===== src/rtl/dither_readback_spi_tx.sv =====
// SPI-slave (mode 0, MSB first) readback transmitter for the dithered image.
// Streams image SRAM bytes out on MISO under MCU-driven SCLK/CS_n, with the
// SPI pins oversampled in the clk domain and one byte prefetched ahead.
module dither_readback_spi_tx #(
    parameter int IMAGEY           = 256,
    parameter int IMAGEX           = 256,
    parameter int IMAGE_SIZE       = IMAGEY * IMAGEX,
    parameter int IMAGE_ADDR_WIDTH = $clog2(IMAGE_SIZE),
    parameter int RGB_SIZE         = 8,
    parameter int SRAM_LATENCY     = 2
) (
    input  logic                        clk,
    input  logic                        rst,
    input  logic                        read_on,
    input  logic                        spi_sclk,
    input  logic                        spi_cs_n,
    output logic                        spi_miso,
    output logic [IMAGE_ADDR_WIDTH-1:0] sram_rdaddr,
    output logic                        sram_rden,
    input  logic [RGB_SIZE-1:0]         sram_q,
    output logic                        busy,
    output logic                        done,
    output logic [IMAGE_ADDR_WIDTH-1:0] tx_idx
);

    localparam int BCW = $clog2(RGB_SIZE);
    localparam logic [IMAGE_ADDR_WIDTH-1:0] LAST_IDX = IMAGE_ADDR_WIDTH'(IMAGE_SIZE - 1);
    localparam logic [BCW-1:0]              LAST_BIT = BCW'(RGB_SIZE - 1);

    typedef enum logic [2:0] {
        S_IDLE,
        S_PREFETCH,
        S_ARMED,
        S_SHIFT,
        S_DONE
    } state_t;

    state_t                        state_q;
    logic [2:0]                    sclk_sync_q;
    logic [2:0]                    cs_sync_q;
    logic                          read_on_q;
    logic [RGB_SIZE-1:0]           shreg_q;
    logic [RGB_SIZE-1:0]           hold_q;
    logic [RGB_SIZE-1:0]           nxt_q;
    logic                          nxt_vld_q;
    logic                          pend_q;      // freshly loaded byte, MSB not yet driven
    logic [BCW-1:0]                bitcnt_q;
    logic [SRAM_LATENCY-1:0]       rd_pipe_q;   // tracks the single in-flight SRAM read
    logic                          miso_q;
    logic [IMAGE_ADDR_WIDTH-1:0]   rdaddr_q;
    logic                          rden_q;
    logic                          busy_q;
    logic                          done_q;
    logic [IMAGE_ADDR_WIDTH-1:0]   tx_idx_q;

    logic [SRAM_LATENCY:0]         rd_pipe_d;
    logic                          rd_data_vld;
    logic                          need_fetch;
    logic                          sclk_rise;
    logic                          sclk_fall;
    logic                          cs_rise;
    logic                          cs_fall;
    logic                          abort;

    // Edges are taken between the second (synced) and third flop.
    assign sclk_rise   = sclk_sync_q[1] & ~sclk_sync_q[2];
    assign sclk_fall   = ~sclk_sync_q[1] & sclk_sync_q[2];
    assign cs_rise     = cs_sync_q[1] & ~cs_sync_q[2];
    assign cs_fall     = ~cs_sync_q[1] & cs_sync_q[2];

    assign rd_pipe_d   = {rd_pipe_q, rden_q};
    assign rd_data_vld = rd_pipe_q[SRAM_LATENCY-1];
    assign need_fetch  = !nxt_vld_q && !rden_q && (rd_pipe_q == '0) && (tx_idx_q != LAST_IDX);
    assign abort       = !read_on && (state_q inside {S_PREFETCH, S_ARMED, S_SHIFT});

    assign spi_miso    = miso_q;
    assign sram_rdaddr = rdaddr_q;
    assign sram_rden   = rden_q;
    assign busy        = busy_q;
    assign done        = done_q;
    assign tx_idx      = tx_idx_q;

    // Synchronize the asynchronous SPI pins and register read_on for edge detect.
    always_ff @(posedge clk) begin
        // NOTE: sequential state is always updated with non-blocking assignments.
        if (rst) begin
            sclk_sync_q <= 3'b000;
            cs_sync_q   <= 3'b111;
            read_on_q   <= 1'b0;
        end else begin
            sclk_sync_q <= {sclk_sync_q[1:0], spi_sclk};
            cs_sync_q   <= {cs_sync_q[1:0], spi_cs_n};
            read_on_q   <= read_on;
        end
    end

    // Readback FSM: prefetch, byte shifting, abort/rewind and completion.
    always_ff @(posedge clk) begin
        if (rst) begin
            state_q   <= S_IDLE;
            shreg_q   <= '0;
            hold_q    <= '0;
            nxt_q     <= '0;
            nxt_vld_q <= 1'b0;
            pend_q    <= 1'b0;
            bitcnt_q  <= '0;
            rd_pipe_q <= '0;
            miso_q    <= 1'b0;
            rdaddr_q  <= '0;
            rden_q    <= 1'b0;
            busy_q    <= 1'b0;
            done_q    <= 1'b0;
            tx_idx_q  <= '0;
        end else if (abort) begin
            state_q   <= S_IDLE;
            nxt_vld_q <= 1'b0;
            pend_q    <= 1'b0;
            bitcnt_q  <= '0;
            rd_pipe_q <= '0;
            miso_q    <= 1'b0;
            rden_q    <= 1'b0;
            busy_q    <= 1'b0;
            tx_idx_q  <= '0;
        end else begin
            rden_q    <= 1'b0;
            done_q    <= 1'b0;
            rd_pipe_q <= rd_pipe_d[SRAM_LATENCY-1:0];

            // Keep the next-byte register filled while a byte is armed or shifting.
            if (state_q inside {S_ARMED, S_SHIFT}) begin
                if (rd_data_vld) begin
                    nxt_q     <= sram_q;
                    nxt_vld_q <= 1'b1;
                end else if (need_fetch) begin
                    rden_q   <= 1'b1;
                    rdaddr_q <= tx_idx_q + IMAGE_ADDR_WIDTH'(1);
                end
            end

            case (state_q)
                S_IDLE: begin
                    miso_q <= 1'b0;
                    if (read_on && !read_on_q) begin
                        state_q   <= S_PREFETCH;
                        tx_idx_q  <= '0;
                        busy_q    <= 1'b1;
                        rden_q    <= 1'b1;
                        rdaddr_q  <= '0;
                        nxt_vld_q <= 1'b0;
                        bitcnt_q  <= '0;
                    end
                end
                S_PREFETCH: begin
                    if (rd_data_vld) begin
                        shreg_q <= sram_q;
                        hold_q  <= sram_q;
                        state_q <= S_ARMED;
                    end
                end
                S_ARMED: begin
                    miso_q <= 1'b0;
                    if (cs_fall) begin
                        miso_q  <= shreg_q[RGB_SIZE-1];
                        pend_q  <= 1'b0;
                        state_q <= S_SHIFT;
                    end
                end
                S_SHIFT: begin
                    if (cs_rise) begin
                        state_q <= S_ARMED;
                        miso_q  <= 1'b0;
                        if (bitcnt_q != '0) begin
                            shreg_q  <= hold_q;
                            bitcnt_q <= '0;
                        end
                    end else if (sclk_rise) begin
                        if (bitcnt_q == LAST_BIT) begin
                            bitcnt_q <= '0;
                            if (tx_idx_q == LAST_IDX) begin
                                state_q <= S_DONE;
                                done_q  <= 1'b1;
                                busy_q  <= 1'b0;
                                miso_q  <= 1'b0;
                            end else begin
                                tx_idx_q  <= tx_idx_q + IMAGE_ADDR_WIDTH'(1);
                                shreg_q   <= nxt_q;
                                hold_q    <= nxt_q;
                                nxt_vld_q <= 1'b0;
                                pend_q    <= 1'b1;
                            end
                        end else begin
                            bitcnt_q <= bitcnt_q + BCW'(1);
                        end
                    end else if (sclk_fall) begin
                        if (pend_q) begin
                            miso_q <= shreg_q[RGB_SIZE-1];
                            pend_q <= 1'b0;
                        end else begin
                            shreg_q <= shreg_q << 1;
                            miso_q  <= shreg_q[RGB_SIZE-2];
                        end
                    end
                end
                S_DONE: begin
                    miso_q <= 1'b0;
                    busy_q <= 1'b0;
                    if (!read_on) begin
                        state_q <= S_IDLE;
                    end
                end
                default: begin
                    state_q <= S_IDLE;
                end
            endcase
        end
    end

endmodule

===== config.mk =====
export PLATFORM = sky130hd
export DESIGN_NAME = dither_readback_spi_tx
export DESIGN_NICKNAME = d
export VERILOG_FILES = /design/src/rtl/dither_readback_spi_tx.sv
export SDC_FILE = /design/constraint.sdc
export NUM_CORES = 1
export LEC_CHECK = 0
export ABC_AREA = 1
export CAP_MARGIN = 20
export CORE_UTILIZATION = 30
export DETAILED_ROUTE_END_ITERATION = 8
export DONT_BUFFER_PORTS = 1
export SLEW_MARGIN = 20
export SYNTH_ARGS = -nofsm -noshare
export SYNTH_HDL_FRONTEND = slang
export SYNTH_SLANG_ARGS = --single-unit

===== constraint.sdc =====
create_clock -name clk -period 1.9 [get_ports clk]
set_input_delay 0.19 -clock clk [delete_from_list [all_inputs] [get_ports clk]]
set_output_delay 0.19 -clock clk [all_outputs]
set_load 0.02 [all_outputs]

==> flow_metrics.env <==
export IMPL_grt_busiest_layer="met2"
export IMPL_crit_fanout=18
export IMPL_antenna_cells=0
export IMPL_die_h_um=123.3
export IMPL_vias=4065
export IMPL_outcome="finished clean"
export IMPL_maxSlewViolCount=0
export IMPL_ioPinCount=49
export IMPL_postRouteAntennaNets=0
export IMPL_critPathCaptureType="flip-flop"
export IMPL_final_core_util=0.3620
export IMPL_synth_ff_type="dfxtp_1"
export IMPL_gp_congestion=0.8153
export IMPL_cts_tree="yes"
export IMPL_htreeDepth=3
export IMPL_drt_wl_total_um=11220
export IMPL_synth_cell_type_count=41
export IMPL_synth_edf_count=0
export IMPL_grt_pass1_wl_um=18020
export IMPL_post_dp_hpwl_um=8303
export IMPL_syn_num_nets=690
export IMPL_ir_worst_vdd_v=0.0004509
export IMPL_power_density_mw_per_mm2=1113
export IMPL_dr_pass1_iters=5
export IMPL_syn_inst=672
export IMPL_maxCapViolations=0
export IMPL_crit_path_start_kind="flip-flop"
export IMPL_gr_total_overflow=0
export IMPL_dp_cells=864
export IMPL_timing_fmax_mhz=557.5
export IMPL_yosys_area_top_type_share=0.3490
export IMPL_grt_pass1_vias=3551
export IMPL_hold_ws_ps=44.36
export IMPL_worst_slew_pin_slew_ps=521.5
export IMPL_syn2layout_area_growth_pct=15.52
export IMPL_ys_seq_elements=77
export IMPL_vias_per_cell=4.598
export IMPL_required_ps=2180
export IMPL_hold_class="in2reg"
export IMPL_async_reset_ff_frac=0
export IMPL_synthTopCellsByArea="dfxtp_1 (35%), nand2_1 (15%), nor2_1 (10%)"
export IMPL_port_buffers=0
export IMPL_grt_max_degree=33
export IMPL_numCtsBuffers=9
export IMPL_cts_num_sinks=77
export IMPL_clk_latency_ps=350
export IMPL_antenna_found_initial=0
export IMPL_min_period_ps=1794
export IMPL_floorplan_rows=43
export IMPL_clkTransAtPathRegs_ps=60
export IMPL_ys_seq_area_frac=0.3490
export IMPL_cts_setup_buffers=0
export IMPL_yosys_area_top_type="dfxtp_1"
export IMPL_synth_area_per_cell_um2=6.573
export IMPL_design_core_area_mm2=0.01410
export IMPL_die_area_mm2=0.01521
export IMPL_synth_area_mm2=0.004417
export IMPL_finalNetCount=718
export IMPL_cp_arrival_ps=2080
export IMPL_drive_above_1_share=0.1506
export IMPL_track_usage=0.1553
export IMPL_drc=0
export IMPL_use_met1=0.2098
export IMPL_finalSetupViolCount=0
export IMPL_cts_root_buf="clkbuf_16"
export IMPL_met3_usage=0.03229
export IMPL_final_cells=884
export IMPL_rsz0062_at_grt="no"
export IMPL_hold_violations=0
export IMPL_grtUsageMet2=0.2318
export IMPL_period_share=0.9441
export IMPL_clock_skew_ps=7.715
export IMPL_clockBufferDepth=2
export IMPL_wire_per_inst_um=12.70
export IMPL_power_leakage_nw=2.272
export IMPL_drtIter0Drc=227
export IMPL_die_w_um=123.3
export IMPL_initial_core_util=0.3133
export IMPL_max_slew_margin_rel=0.6516
export IMPL_worstSetupPathType="reg2reg"
export IMPL_yosys_warnings=0
export IMPL_finalSetupTns_ps=0
[power by group]
group	internal (mW)	switching, mW	leakage, nW
combinational	0.716	1.22	1.52
clock	0.909	0.649	0.129
sequential	1.88	0.302	0.627
[final timing paths]
check	slack, ps	end	startpoint	depth (start not counted)
worst max register to register	110	pend_q	state_q[2]	6
worst max-delay path	110	pend_q	state_q[2]	6
worst min register to register	400	sclk_sync_q[1]	sclk_sync_q[0]	2
worst min-delay path	40	nxt_q[5]	sram_q[5]	2
[cell usage in the layout (no fill, tap or decap), types with 3 or more instances in the layout]
cell,count
inv_2,4
clkbuf_1,3
nand3_4,3
nand2_1,180
dlygate4sd3_1,4
nand3_2,6
dfxtp_1,75
nor2_1,123
nand4_1,8
buf_4,34
inv_1,68
nand2_2,8
a21oi_2,8
nor2_4,7
nor3_1,3
ha_1,3
o21bai_1,4
a21oi_1,31
nand3_1,55
xor2_1,3
o21ai_0,22
nor2_2,5
nand3b_1,7
clkbuf_16,10
nand2_4,3
[through the flow]
step / instance area (µm²) / total power, mW / worst slack (ps)
6_report: 5102 / 5.680 / 106.2
2_1_floorplan: 4417 / 3.580 / 80.08
3_5_place_dp: 4751 / 4.107 / 49.58
5_1_grt: 5102 / 6.071 / 2.663
4_1_cts: 5051 / 5.696 / 36.72
3_3_place_gp: 4751 / 4.103 / 25.45
[worst max-delay path: stages, from the launching register on]
cell and delay [ps]:
dfxtp_2 430, inv_4 90, nand3_4 190, nor2_1 150, nor3b_1 470, nand3_1 220, a21oi_1 160
[routing by layer]
layer,up-vias,part of all wire
met2,75,0.44
met5,-,0
met3,12,0.053
met4,0,0.021
met1,1807,0.48
li1,2171,-
[cell usage after synthesis (6+ instances only)]
library cell,instances
nand4_1,8
buf_4,6
dfxtp_1,77
nor2_4,7
o21ai_0,22
nand3b_1,7
a21oi_1,31
nand2_1,181
nand2_2,7
buf_2,8
nand3_2,6
inv_1,68
a21oi_2,8
nand3_1,56
nor2_1,123
[flip-flops by register name, indices dropped and copies added, names as in the netlist, 2 cells and up]
register	flops
rd_pipe_q	2
shreg_q	8
tx_idx	16
sram_rdaddr	16
bitcnt_q	3
hold_q	8
sclk_sync_q	3
nxt_q	8
cs_sync_q	3
state_q	3
[area by class of cell]
type                            instances  area [µm²]
Timing Repair Buffer                   41       351.6
Fill cell                            1543        8994
Inverter                               75       286.5
Clock buffer                           13       250.2
Multi-Input combinational cell        496        2435
Sequential cell                        77        1544
Clock inverter                          2       10.01
Tap cell                              180       225.2
[logic make-up (layout without fill, tap and decap cells)]
group                      after synthesis  after routing  share of synthesized area
buffers and inverters                   99            131                     0.1042
adders and majority gates                5              5                    0.01416
DFF                                     77             77                     0.3490
xor gates and xnor gates                 4              4                   0.007933
AOI/OAI and AO/OA                       69             69                    0.08924
and+or+nand+nor                        418            418                     0.4354
[what timing repair did]
item                                    4_1_cts  5_1_grt
endpoints found under the setup margin        0       46
hold buffers                                  4        0
endpoints found under the hold margin         6        0
gates resized for setup                       0        8
Power figures use the tool's default switching activity.
